## src/rtl/simt_regfile_sb.sv

```systemverilog
// ----------------------------------------------------------------------------
// simt_regfile_sb
//   Per-lane register file for one SIMT core. Every lane holds NUM_REGS-3
//   general-purpose registers; the top three addresses are read-only specials
//   (block id, threads per block, thread id). Two registered read ports share
//   one address across all lanes. An ALU write port and an LSU write-back port
//   write per lane by mask, with the LSU taking priority on a collision. A
//   scoreboard of pending loads (one bit per GPR, shared by all lanes) drives
//   a combinational hazard flag toward the scheduler/decoder.
//
// Optional feature macro: SIMT_REGFILE_BYPASS_EN
//   defined   : write-first reads (a same-cycle write to the read lane+reg is
//               returned, LSU over ALU) and a same-cycle pending clear
//               suppresses rd_hazard.
//   undefined : read-first reads (old register value) and rd_hazard uses the
//               pending bits as they stand before the clock edge.
//
// Ports
//   clk, reset             clock; asynchronous active-high reset
//   rd_en, rd_addr1/2      read request, addresses shared by all lanes
//   rd_valid, rd_data1/2   registered read result (lane i at [i*DATA_W +: DATA_W])
//   rd_hazard              comb: a requested read address has a pending load
//   alu_we/waddr/wdata     ALU write port, per-lane enable
//   ld_issue, ld_issue_rd  load issued: mark destination pending
//   ld_we/waddr/wdata      LSU write-back port, per-lane enable, clears pending
//   wr_conflict            registered pulse: ALU and LSU hit the same lane+reg
//   block_id, threads_per_block, thread_base   live values for the specials
// ----------------------------------------------------------------------------
module simt_regfile_sb #(
    parameter  int unsigned DATA_W      = 8,
    parameter  int unsigned NUM_THREADS = 4,
    parameter  int unsigned NUM_REGS    = 16,
    localparam int unsigned ADDR_W      = $clog2(NUM_REGS)
) (
    input  logic                          clk,
    input  logic                          reset,

    input  logic                          rd_en,
    input  logic [ADDR_W-1:0]             rd_addr1,
    input  logic [ADDR_W-1:0]             rd_addr2,
    output logic                          rd_valid,
    output logic [NUM_THREADS*DATA_W-1:0] rd_data1,
    output logic [NUM_THREADS*DATA_W-1:0] rd_data2,
    output logic                          rd_hazard,

    input  logic [NUM_THREADS-1:0]        alu_we,
    input  logic [ADDR_W-1:0]             alu_waddr,
    input  logic [NUM_THREADS*DATA_W-1:0] alu_wdata,

    input  logic                          ld_issue,
    input  logic [ADDR_W-1:0]             ld_issue_rd,
    input  logic [NUM_THREADS-1:0]        ld_we,
    input  logic [ADDR_W-1:0]             ld_waddr,
    input  logic [NUM_THREADS*DATA_W-1:0] ld_wdata,
    output logic                          wr_conflict,

    input  logic [DATA_W-1:0]             block_id,
    input  logic [DATA_W-1:0]             threads_per_block,
    input  logic [DATA_W-1:0]             thread_base
);

    localparam int unsigned NUM_GPR = NUM_REGS - 3;
    localparam int unsigned BUS_W   = NUM_THREADS * DATA_W;

    // Special register addresses; everything below REG_BID is a GPR.
    localparam logic [ADDR_W-1:0] REG_BID = ADDR_W'(NUM_REGS - 3);
    localparam logic [ADDR_W-1:0] REG_TPB = ADDR_W'(NUM_REGS - 2);
    localparam logic [ADDR_W-1:0] REG_TID = ADDR_W'(NUM_REGS - 1);

    logic [DATA_W-1:0]  gpr_q  [NUM_THREADS][NUM_GPR];
    logic [DATA_W-1:0]  gpr_d  [NUM_THREADS][NUM_GPR];
    logic [DATA_W-1:0]  rd_src [NUM_THREADS][NUM_GPR];

    logic [NUM_GPR-1:0] pending_q, pending_d;
    logic [NUM_GPR-1:0] pend_set, pend_clr, pend_view;

    logic               rd_valid_q, rd_valid_d;
    logic [BUS_W-1:0]   rd_data1_q, rd_data1_d;
    logic [BUS_W-1:0]   rd_data2_q, rd_data2_d;
    logic               wr_conflict_q, wr_conflict_d;

    function automatic logic in_gpr(input logic [ADDR_W-1:0] a);
        return a < REG_BID;
    endfunction

    function automatic logic pend_at(input logic [NUM_GPR-1:0] view,
                                     input logic [ADDR_W-1:0]  a);
        logic hit;
        hit = 1'b0;
        if (in_gpr(a)) begin
            hit = view[a];
        end
        return hit;
    endfunction

    // Lane read mux: GPR value or one of the live special inputs.
    function automatic logic [DATA_W-1:0] read_mux(input logic [ADDR_W-1:0] a,
                                                   input logic [DATA_W-1:0] gpr_val,
                                                   input logic [DATA_W-1:0] tid,
                                                   input logic [DATA_W-1:0] bid,
                                                   input logic [DATA_W-1:0] tpb);
        logic [DATA_W-1:0] v;
        v = '0;
        if (in_gpr(a)) begin
            v = gpr_val;
        end else if (a == REG_BID) begin
            v = bid;
        end else if (a == REG_TPB) begin
            v = tpb;
        end else if (a == REG_TID) begin
            v = tid;
        end
        return v;
    endfunction

    // Register writes: ALU first, LSU overrides on the same lane+reg.
    always_comb begin
        gpr_d = gpr_q;
        for (int l = 0; l < int'(NUM_THREADS); l++) begin
            if (alu_we[l] && in_gpr(alu_waddr)) begin
                gpr_d[l][alu_waddr] = alu_wdata[l*DATA_W +: DATA_W];
            end
            if (ld_we[l] && in_gpr(ld_waddr)) begin
                gpr_d[l][ld_waddr] = ld_wdata[l*DATA_W +: DATA_W];
            end
        end
    end

    // Collision only matters when both ports would actually write a GPR.
    always_comb begin
        wr_conflict_d = in_gpr(alu_waddr) && (alu_waddr == ld_waddr) &&
                        ((alu_we & ld_we) != '0);
    end

    // Scoreboard: a load issue in the same cycle as its write-back stays pending.
    always_comb begin
        pend_set = '0;
        pend_clr = '0;
        if (ld_issue && in_gpr(ld_issue_rd)) begin
            pend_set[ld_issue_rd] = 1'b1;
        end
        if ((ld_we != '0) && in_gpr(ld_waddr)) begin
            pend_clr[ld_waddr] = 1'b1;
        end
        pending_d = (pending_q & ~pend_clr) | pend_set;
    end

    // Read source and hazard view depend on the bypass build option.
    always_comb begin
`ifdef SIMT_REGFILE_BYPASS_EN
        rd_src    = gpr_d;
        pend_view = pending_q & ~pend_clr;
`else
        rd_src    = gpr_q;
        pend_view = pending_q;
`endif
    end

    always_comb begin
        rd_hazard = rd_en && (pend_at(pend_view, rd_addr1) || pend_at(pend_view, rd_addr2));
    end

    // Read ports: sample on rd_en, otherwise hold the last result.
    always_comb begin
        logic [DATA_W-1:0] g1;
        logic [DATA_W-1:0] g2;
        logic [DATA_W-1:0] tid;
        g1         = '0;
        g2         = '0;
        tid        = '0;
        rd_valid_d = rd_en;
        rd_data1_d = rd_data1_q;
        rd_data2_d = rd_data2_q;
        if (rd_en) begin
            for (int l = 0; l < int'(NUM_THREADS); l++) begin
                g1  = in_gpr(rd_addr1) ? rd_src[l][rd_addr1] : '0;
                g2  = in_gpr(rd_addr2) ? rd_src[l][rd_addr2] : '0;
                // Thread id wraps at DATA_W bits.
                tid = DATA_W'(thread_base + DATA_W'(l));
                rd_data1_d[l*DATA_W +: DATA_W] =
                    read_mux(rd_addr1, g1, tid, block_id, threads_per_block);
                rd_data2_d[l*DATA_W +: DATA_W] =
                    read_mux(rd_addr2, g2, tid, block_id, threads_per_block);
            end
        end
    end

    always_ff @(posedge clk or posedge reset) begin
        if (reset) begin
            gpr_q         <= '{default: '0};
            pending_q     <= '0;
            rd_valid_q    <= 1'b0;
            rd_data1_q    <= '0;
            rd_data2_q    <= '0;
            wr_conflict_q <= 1'b0;
        end else begin
            gpr_q         <= gpr_d;
            pending_q     <= pending_d;
            rd_valid_q    <= rd_valid_d;
            rd_data1_q    <= rd_data1_d;
            rd_data2_q    <= rd_data2_d;
            wr_conflict_q <= wr_conflict_d;
        end
    end

    assign rd_valid    = rd_valid_q;
    assign rd_data1    = rd_data1_q;
    assign rd_data2    = rd_data2_q;
    assign wr_conflict = wr_conflict_q;

endmodule
```

## config.mk

```make
export PLATFORM = sky130hd
export DESIGN_NAME = simt_regfile_sb
export DESIGN_NICKNAME = d
export VERILOG_FILES = /design/src/rtl/simt_regfile_sb.sv
export SDC_FILE = /design/constraint.sdc
export NUM_CORES = 2
export LEC_CHECK = 0
export CAP_MARGIN = 20
export CORE_MARGIN = 2
export CORE_UTILIZATION = 45
export CTS_BUF_LIST = sky130_fd_sc_hd__clkbuf_8
export DETAILED_ROUTE_END_ITERATION = 8
export GPL_ROUTABILITY_DRIVEN = 0
export HOLD_SLACK_MARGIN = 0.06
export PLACE_DENSITY = 0.66
export SYNTH_ARGS = -nofsm -noshare
export SYNTH_HDL_FRONTEND = slang
export SYNTH_SLANG_ARGS = --single-unit
```

## constraint.sdc

```tcl
create_clock -name clk -period 17.02 [get_ports clk]
set_input_delay 2.553 -clock clk [delete_from_list [all_inputs] [get_ports clk]]
set_output_delay 2.553 -clock clk [all_outputs]
set_load 0.005 [all_outputs]
```

==> impl_metrics.csv <==
group,metric,value,unit
global_routing,grt_max_degree,143,
finish,fill_cells,6139,
yosys,ys.flop_type,"dfrtp_1",
pwr,leakage,15.1,nW
drt,wl_per_cell,28.9,µm
floorplanning,die_w,268,µm
yosys,synthAdderAreaFrac,0.00159,
finish,stdcell_area,35200,µm²
clock_tree,postCtsSetupBuffers,0,
critical_path,r2r-end,"rd_data2[20]",
drt,vias,27500,
clock_tree,cts_num_sinks,495,
yosys,yosysMostFrequentCell,"mux2i_1",
drt,drc,0,
yosys,synthMuxAreaShare,0.273,
sta,relSlewSlack,0.146,
critical_path,r2r_setup_slack,15.00,ns
floorplanning,ios,187,
critical_path,arrival,5.41,ns
worst_hold_path,min_path_cells,1,
yosys,synthXorXnorAreaFrac,0.00558,
floorplanning,rows,96,
yosys,yosys.area_share.simple,0.119,
worst_hold_path,hp-class,"flip-flop to flip-flop",
yosys,yosysWarningCount,0,
yosys,synth_enable_flop_cells,0,
critical_path,cp-end-kind,"output pin",
clock_tree,cts_tree,"yes",
sta,finalSetupViolCount,0,
sta,period_share,0.468,
floorplanning,start_util,0.456,
global_routing,gr-total-overflow,0,
drt,drt.antenna.violating_nets,0,
place,hpwl,81.4,mm
yosys,synth_compound_area_frac,0.157,
clock_tree,htreeDepth,3,
floorplanning,dieArea,71900,µm²
clock_tree,cts_hold_buf,0,
yosys,syn_inst,3178,
yosys,synth.cell_area,31400,µm²
yosys,synth_top_cell_by_area,"dfrtp_1",
yosys,synth_nets,3302,
clock_tree,cts_resized,0,
global_routing,grt_pass1_vias,27100,
worst_hold_path,worstHoldEndpoint,"pend_view[4]",
place,post_dp_cell_area,33200,µm²
critical_path,startpoint_type,"input pin",
floorplanning,coreArea,68800,µm²
sta,finClkSkew,0.0266,ns
critical_path,crit_fanout,59,
clock_tree,cts_root_buf,"clkbuf_8",
finish,finalNetCount,3329,
global_routing,grt_util_all_layers,0.337,
clock_tree,cts_buffers,91,
yosys,avgSynthCellArea,9.88,µm²
sta,slew_violations,0,
sta,max_freq,126,MHz
finish,area_growth,12.1,%
clock_tree,clk_pin_slew,0.05,ns
clock_tree,clkLatencyLatePin,0.73,ns
yosys,ys_async_sr_fraction,1.00,
drt,first_iter_violations,3864,
drt,via_per_inst,6.54,
floorplanning,dieHeight,268,µm
drt,dr.pass1.iters,8,
yosys,ys_ff_latch,495,
critical_path,rr_startpoint,"gpr_q[164]",
sta,finalCriticalPeriod,7.96,ns
drt,drt_wl_total,122,mm
yosys,ys_types,84,
critical_path,path_class,"input pin to output pin",
clock_tree,cts.path.max_buffers,3,
critical_path,reg2regPathDepth,5,
pwr,ir_drop,0.0000718,V
pwr,p_per_area,114,nW/µm²
sta,worst_pin_slew,1.28,ns
worst_hold_path,min-delay-start,"pend_view[4]",
critical_path,crit_required,14.47,ns
global_routing,grt_pass1_wl,179,mm
place,io_buffers,186,
job,drv_cap,0,
yosys,ys_seq_area_frac,0.395,
global_routing,antenna_found_initial,5,
yosys,synth.top_cells.by_count,"mux2i_1 (556), dfrtp_1 (495), nor2_1 (357)",
yosys,synth_top_area_frac,0.395,
yosys,ys_top_cells_by_area,"dfrtp_1 (39%), mux2i_1 (18%), mux4_2 (7.1%)",
sta,finalHoldViolations,0,
status,outcome,"finished, final reports clean",
sta,rsz0062_at_grt,"false",
yosys,synth_top_family_by_area,"multiplexers",
sta,setup_tns,0,ns
finish,drive_above_1_share,0.123,
final cells by class:
cell class,instances,area [µm²],share of cell area
clock inverter,39,244,0.00693
multi-input combinational,2374,17500,0.496
timing repair buffer,223,2190,0.0621
clock buffer,120,1650,0.0469
sequential,495,12400,0.352
inverter,20,82.6,0.00235
antenna,3,7.51,0.000213
tap,931,1160,0.0331
how the worst max path moves through the flow:
stage                           start  slack, ns  cells after the start   endpoint
after CTS                 rd_addr1[0]       9.09                      7  rd_hazard
final                     rd_addr2[0]       9.06                      8  rd_hazard
after detailed placement  rd_addr1[0]       9.09                      7  rd_hazard
after global placement    rd_addr1[0]       9.09                      7  rd_hazard
after global routing      rd_addr1[0]       9.04                      7  rd_hazard
after floorplan                 reset       0.65                      1   gpr_q[0]
sequential cells by signal, summed over array words and instances (netlist names):
name         cells
gpr_q          416
wr_conflict      1
rd_valid         1
rd_data2        32
rd_data1        32
pend_view       13
critical path: stages:
cell,delay [ns]
clkbuf_8,0.44
buf_4,0.60
or2_2,0.29
nor2_1,0.07
o21ai_0,0.28
a41oi_1,0.18
a311o_1,0.36
clkdlybuf4s50_1,0.46
cells in the final DEF, fill, tap and decap left out, types with 10 or more instances in the layout:
master,netlist,layout
a211oi_1,25,25
a21oi_1,345,345
a221oi_1,10,10
a22oi_1,30,30
a2bb2oi_1,10,10
a32oi_1,19,19
and2_1,23,23
and3_1,14,14
buf_4,22,37
clkbuf_8,0,122
clkdlybuf4s50_1,0,177
dfrtp_1,495,495
inv_1,19,43
mux2_2,59,59
mux2i_1,556,556
mux4_2,99,99
nand2_1,211,211
nand2b_1,28,28
nand3_1,59,59
nor2_1,357,356
nor2_4,17,17
nor2b_1,36,34
nor3_1,14,14
o211ai_1,15,15
o21ai_0,191,191
o21ai_1,26,26
o221ai_1,29,29
o22a_1,15,15
o22ai_1,16,16
xor2_1,11,11
per-stage QoR:
stage,hold slack [ns],utilization,power (mW),std cells,worst slack [ns]
after floorplan,0.442,-,2.38,3178,0.649
after global placement,0.496,0.482,2.73,4038,9.09
after detailed placement,0.501,0.482,2.79,4039,9.09
after CTS,0.512,0.510,3.99,4198,9.09
after global routing,0.534,0.511,4.19,4203,9.04
final,0.512,0.511,4.02,4205,9.06
layer usage:
metal	vias to the layer above	global-route usage	wire length, µm
li1	11700	-	-
met5	-	0	50
met4	4	0.175	6870
met1	13400	0.443	46600
met2	2000	0.503	53200
met3	436	0.102	15000
power by group:
part           total, mW  switching (mW)  internal [mW]
registers           1.76           0.280           1.48
clock network       1.21           0.538          0.670
logic               1.05           0.520          0.528
total               4.02            1.34           2.68
logic make-up (layout without fill, tap and decap cells):
family                   Yosys count  after routing
flip-flops                       495            495
buffers and inverters            309            402
adder cells (fa/ha/maj)            4              4
XOR/XNOR                          20             20
AND/OR/NAND/NOR                  814            814
AO/OA/AOI/OAI                    818            818
multiplexers                     718            718
other                              0              3
Note: power is estimated with default switching activity, not from simulation.
